[config.mk]
export PLATFORM = sky130hd
export DESIGN_NAME = image_window_reader
export DESIGN_NICKNAME = d
export VERILOG_FILES = /design/src/rtl/image_window_reader.sv
export SDC_FILE = /design/constraint.sdc
export NUM_CORES = 1
export LEC_CHECK = 0
export CAP_MARGIN = 25
export CORE_MARGIN = 5
export CORE_UTILIZATION = 50
export DETAILED_ROUTE_END_ITERATION = 12
export GPL_TIMING_DRIVEN = 0
export HOLD_SLACK_MARGIN = 0.15
export PLACE_DENSITY = 0.85
export SYNTH_ARGS = -nofsm -noshare
export SYNTH_HDL_FRONTEND = slang
export SYNTH_SLANG_ARGS = --single-unit
[constraint.sdc]
create_clock -name clk -period 21.8 [get_ports clk]
set_clock_uncertainty 0.15 [all_clocks]
set_input_delay 4.36 -clock clk [delete_from_list [all_inputs] [get_ports clk]]
set_output_delay 4.36 -clock clk [all_outputs]
set_load 0.02 [all_outputs]
[src/rtl/image_window_reader.sv]
// Streams every 3x3 window of a 30x30 byte image held in four byte-lane RAMs to a consumer.
// Define WINDOW_PAD_EN for a zero-padded same-size scan (30x30 windows centred on each pixel).
module image_window_reader #(
    parameter int unsigned IMG_W  = 30,
    parameter int unsigned ADDR_W = 10,
    parameter int unsigned POS_W  = 5
) (
    input  logic              clk,
    input  logic              reset,
    input  logic              start,
    output logic              busy,
    output logic              done,
    output logic [ADDR_W-1:0] img_addr0,
    output logic [ADDR_W-1:0] img_addr1,
    output logic [ADDR_W-1:0] img_addr2,
    output logic [ADDR_W-1:0] img_addr3,
    input  logic [7:0]        img_q0,
    input  logic [7:0]        img_q1,
    input  logic [7:0]        img_q2,
    input  logic [7:0]        img_q3,
    output logic              win_valid,
    input  logic              win_ready,
    output logic [71:0]       win_data,
    output logic [POS_W-1:0]  win_row,
    output logic [POS_W-1:0]  win_col
);

`ifdef WINDOW_PAD_EN
    localparam int unsigned LAST = IMG_W - 1;
    localparam logic signed [15:0] PAD_OFF = 16'sd1;
`else
    localparam int unsigned LAST = IMG_W - 3;
    localparam logic signed [15:0] PAD_OFF = 16'sd0;
`endif
    localparam logic signed [15:0] IMG_S = 16'(IMG_W);
    localparam logic [POS_W-1:0]    LAST_POS = POS_W'(LAST);

    typedef enum logic [2:0] {StIdle, StFetch, StDrain, StHold, StFinish} state_t;

    state_t           state;
    logic [1:0]       fk;

    // Read-request metadata, delayed two cycles to line up with RAM data.
    logic             s1_valid, s2_valid;
    logic [1:0]       s1_k, s2_k;
    logic [1:0]       s1_off, s2_off;
    logic [2:0]       s1_mask, s2_mask;

    logic             issue;
    logic [POS_W-1:0] iss_row, iss_col;
    logic [1:0]       iss_k;
    logic [POS_W-1:0] nxt_row, nxt_col;
    logic             last_win;
    logic             handshake;

    logic signed [15:0] r_s, c_s, cj, base, idx;
    logic [2:0]         mask;
    logic [ADDR_W-1:0]  addr_n [4];

    logic [7:0]  q [4];
    logic [23:0] cap_row;
    logic [1:0]  lane;

    assign q[0] = img_q0;
    assign q[1] = img_q1;
    assign q[2] = img_q2;
    assign q[3] = img_q3;

    assign handshake = win_valid && win_ready;

    always_comb begin
        last_win = (win_row == LAST_POS) && (win_col == LAST_POS);
        if (win_col != LAST_POS) begin
            nxt_row = win_row;
            nxt_col = win_col + 1'b1;
        end else begin
            nxt_row = win_row + 1'b1;
            nxt_col = '0;
        end

        issue   = 1'b0;
        iss_row = win_row;
        iss_col = win_col;
        iss_k   = 2'd0;
        case (state)
            StIdle: begin
                if (start) begin
                    issue   = 1'b1;
                    iss_row = '0;
                    iss_col = '0;
                end
            end
            StFetch: begin
                if (fk != 2'd2) begin
                    issue = 1'b1;
                    iss_k = fk + 2'd1;
                end
            end
            StHold: begin
                if (handshake && !last_win) begin
                    issue   = 1'b1;
                    iss_row = nxt_row;
                    iss_col = nxt_col;
                end
            end
            default: ;
        endcase
    end

    // Three consecutive byte indices always land in three distinct banks.
    always_comb begin
        r_s       = $signed(16'(iss_row)) + $signed(16'(iss_k)) - PAD_OFF;
        c_s       = $signed(16'(iss_col)) - PAD_OFF;
        base      = r_s * IMG_S + c_s;
        addr_n[0] = img_addr0;
        addr_n[1] = img_addr1;
        addr_n[2] = img_addr2;
        addr_n[3] = img_addr3;
        mask      = '0;
        idx       = '0;
        cj        = '0;
        for (int j = 0; j < 3; j++) begin
            idx     = base + $signed(16'(j));
            cj      = c_s + $signed(16'(j));
            mask[j] = (r_s >= 16'sd0) && (r_s < IMG_S) && (cj >= 16'sd0) && (cj < IMG_S);
            if (mask[j]) begin
                addr_n[idx[1:0]] = idx[ADDR_W+1:2];
            end
        end
    end

    // Out-of-image pixels (padding only) capture as zero.
    always_comb begin
        cap_row = '0;
        lane    = '0;
        for (int j = 0; j < 3; j++) begin
            lane    = s2_off + 2'(j);
            cap_row = {cap_row[15:0], s2_mask[j] ? q[lane] : 8'h00};
        end
    end

    always_ff @(posedge clk) begin
        if (reset) begin
            state     <= StIdle;
            fk        <= '0;
            busy      <= 1'b0;
            done      <= 1'b0;
            win_valid <= 1'b0;
            win_data  <= '0;
            win_row   <= '0;
            win_col   <= '0;
            img_addr0 <= '0;
            img_addr1 <= '0;
            img_addr2 <= '0;
            img_addr3 <= '0;
            s1_valid  <= 1'b0;
            s1_k      <= '0;
            s1_off    <= '0;
            s1_mask   <= '0;
            s2_valid  <= 1'b0;
            s2_k      <= '0;
            s2_off    <= '0;
            s2_mask   <= '0;
        end else begin
            done     <= 1'b0;
            s1_valid <= issue;
            s1_k     <= iss_k;
            s1_off   <= base[1:0];
            s1_mask  <= mask;
            s2_valid <= s1_valid;
            s2_k     <= s1_k;
            s2_off   <= s1_off;
            s2_mask  <= s1_mask;

            if (issue) begin
                img_addr0 <= addr_n[0];
                img_addr1 <= addr_n[1];
                img_addr2 <= addr_n[2];
                img_addr3 <= addr_n[3];
            end

            if (s2_valid) begin
                case (s2_k)
                    2'd0:    win_data[71:48] <= cap_row;
                    2'd1:    win_data[47:24] <= cap_row;
                    default: win_data[23:0]  <= cap_row;
                endcase
            end

            case (state)
                StIdle: begin
                    if (start) begin
                        busy    <= 1'b1;
                        win_row <= '0;
                        win_col <= '0;
                        fk      <= '0;
                        state   <= StFetch;
                    end
                end
                StFetch: begin
                    if (fk == 2'd2) begin
                        state <= StDrain;
                    end else begin
                        fk <= fk + 2'd1;
                    end
                end
                StDrain: begin
                    win_valid <= 1'b1;
                    state     <= StHold;
                end
                StHold: begin
                    if (handshake) begin
                        win_valid <= 1'b0;
                        if (last_win) begin
                            done  <= 1'b1;
                            state <= StFinish;
                        end else begin
                            win_row <= nxt_row;
                            win_col <= nxt_col;
                            fk      <= '0;
                            state   <= StFetch;
                        end
                    end
                end
                StFinish: begin
                    busy  <= 1'b0;
                    state <= StIdle;
                end
                default: state <= StIdle;
            endcase
        end
    end

endmodule

==> flow_summary.yaml <==
outcome:
  outcome: "complete, no violations"
setup_path:
  r2r_setup_slack_ps: 14140
  worst_setup_path_end_kind: "register"
  critPathKind: "primary input to register"
  arrival_ps: 11800
  startpoint_type: "primary input"
  crit_fanout: 10
  worstPathRequired_ps: 21990
floorplanning:
  die_w_um: 138.9
  ios: 161
  initial_core_util_pct: 50.46
  rows: 47
  die_h_um: 138.9
  die_area_mm2: 0.01929
  core_mm2: 0.01647
synth:
  synth_edf_count: 0
  synth.area.top_cells: "dfxtp_1 (35%), nand2_1 (8.3%), mux4_2 (6.5%)"
  synthArstFlopShare_pct: 0
  ys.warnings.count: 0
  seq_area_frac_synth_pct: 35.18
  synth_nets: 1059
  yosysTopAreaCell: "dfxtp_1"
  synth_ff_type: "dfxtp_1"
  synth.top_cell.area_share_pct: 35.18
  syn_area_mm2: 0.008308
  ys_types: 90
  synthMostInstantiatedCell: "nand2_1"
  syn_area_per_cell_um2: 8.426
  synth-seq-cells: 146
  syn_inst: 986
  synth_top_cells_by_count: "nand2_1 (184), dfxtp_1 (146), a21oi_1 (95)"
global_route:
  met1_usage_pct: 33.10
  busiest_layer: "met2"
  grt_pass1_wl_um: 42070
  grt_use_met2_pct: 46.13
  grt_overflow: 0
  antenna_found_initial: 0
  track_usage_pct: 26.74
  grtUsageMet3_pct: 6.759
  grt_pass1_vias: 7923
  grt_max_degree: 17
clocking:
  holdBufCountCts: 0
  cts_root_buffer: "clkbuf_16"
  clkLatencyLatePin_ps: 420
  numCtsBuffers: 17
  htree_num_levels: 4
  post-cts-setup-buffer-count: 0
  ctsResizeCount: 0
  cts_num_sinks: 146
  cts_buffer_depth: 2
  path_clk_slew_ps: 60
  cts_tree: "yes"
placement:
  dp_hpwl_um: 19640
  placed_area_mm2: 0.01017
  port_buffers: 159
  place_congestion: 1.009
  dp_cells: 1365
timing:
  timing.fmax_mhz: 86.11
  setup_viol: 0
  fin_crit_sh_pct: 53.27
  slew_violations: 0
  relSlewSlack_pct: 31.15
  period_minus_slack_ps: 11610
  rsz0062_at_grt: "false"
  worstMarginPinSlew_ps: 1025
  hold_viol_final: 0
  tns_ps: 0
cells_and_area:
  instances_no_fill: 1397
  n_antenna_cell: 0
  num-fill-cells: 1381
  finalNetCount: 1237
  fin_area_mm2: 0.01082
  drive_gt1_share_pct: 8.411
  area_growth_pct: 30.23
detailed_routing:
  via_per_inst: 5.908
  wl_per_cell_um: 18.82
  vias: 8253
  drtIter0Drc: 963
  drc: 0
  wl_um: 26300
  ant_nets: 0
  first_pass_iters: 5
pwr:
  p_leak_nw: 3.962
  ir_worst_vdd_mv: 0.05476
  powerDensity_mw_per_mm2: 65.65
  p_total_mw: 0.7103
min_path:
  hp-class: "register to register"
run:
  drv_cap: 0
==> critical path, stage by stage <==
cell and delay, ps:
clkdlybuf4s50_1 490, or4b_4 510, buf_6 170, a21boi_0 140, a21oi_1 340, inv_1 90, ha_1 280, a21oi_1 220
and3b_1 220, mux2_2 290, xnor2_1 620, xnor2_1 220, xnor2_1 190, fa_1 510, inv_1 40, ha_1 220
a211oi_1 420, nor2_1 180, nor4b_2 550, xnor2_1 210, nor3_1 530, nand2_1 140, xnor2_1 420, o22ai_1 190
a211oi_1 250
==> path summary, 6_finish.rpt <==
| check | start | endpoint | cells after the start |
|---|---|---|---|
| min reg2reg | s1_mask[1] | s2_mask[1] | 1 |
| max reg2reg | state[0] | img_addr2[7] | 25 |
| max | start | img_addr2[7] | 25 |
| min | s1_mask[1] | s2_mask[1] | 1 |
==> state kept, by name, indices dropped and copies added (netlist names), 2 cells and up <==
signal and count:
s2_off 2, s2_mask 3, s2_k 2, fk 2, s1_k 2, img_addr0 10, img_addr3 10, s1_off 2
img_addr1 10, win_data 72, img_addr2 10, s1_mask 3, win_row 5, win_col 5, state 3
==> cell families (layout without fill, tap and decap cells) <==
group	Yosys count	in the layout	synth area share (%)
buffers and inverters	93	284	4.488
AND/OR/NAND/NOR	412	412	24.04
flip-flops	146	146	35.18
multiplexers	37	37	8.178
adder cells (fa/ha/maj)	38	38	6.325
XOR/XNOR	29	29	3.057
AO/OA/AOI/OAI	231	231	18.74
==> layout make-up <==
type,instances,area (um2),share of cell area [%]
flip-flops and latches,146,2923,27.02
clock inverters,15,219.0,2.024
plain buffers,61,252.7,2.336
clock buffers,17,425.4,3.932
well taps,220,275.3,2.544
repair buffers,159,1592,14.71
inverters,32,120.1,1.110
multi-input cells,747,5012,46.33
==> cells in the final DEF (no fill, tap or decap), types with 10 or more instances in the layout <==
cell,synthesis,final
nor2_1,72,72
nand3_1,17,17
xnor2_1,23,23
and2_1,30,30
nor4_1,10,10
a211oi_1,26,26
nor3_1,16,16
nor2b_1,19,19
clkbuf_1,50,50
dfxtp_1,146,146
clkdlybuf4s50_1,0,159
o22ai_1,20,20
o21ai_0,17,17
nand2_1,184,184
ha_1,30,30
mux4_2,24,24
clkbuf_16,0,17
a21oi_1,95,95
inv_1,31,31
==> where the power goes <==
part | leakage (nW) | internal (mW) | total [mW] | switching (mW)
combinational | 2.47 | 0.0429 | 0.106 | 0.0627
clock | 0.310 | 0.196 | 0.323 | 0.127
sequential | 1.19 | 0.276 | 0.282 | 0.00574
==> per-stage QoR <==
stage | hold slack [ps] | utilization (%) | setup slack [ps]
after floorplan | 263.8 | - | 11480
after global routing | 301.0 | 65.71 | 9512
final | 282.9 | 65.71 | 10190
after global placement | 271.3 | 61.79 | 9975
after CTS | 287.1 | 65.71 | 10200
after detailed placement | 276.1 | 61.79 | 9813
==> layer usage <==
metal,wire [um],vias to the layer above
met5,0,-
met4,681,0
met3,2620,67
met2,12790,473
met1,10200,3844
li1,-,3869
(Power assumes the default switching activity.)
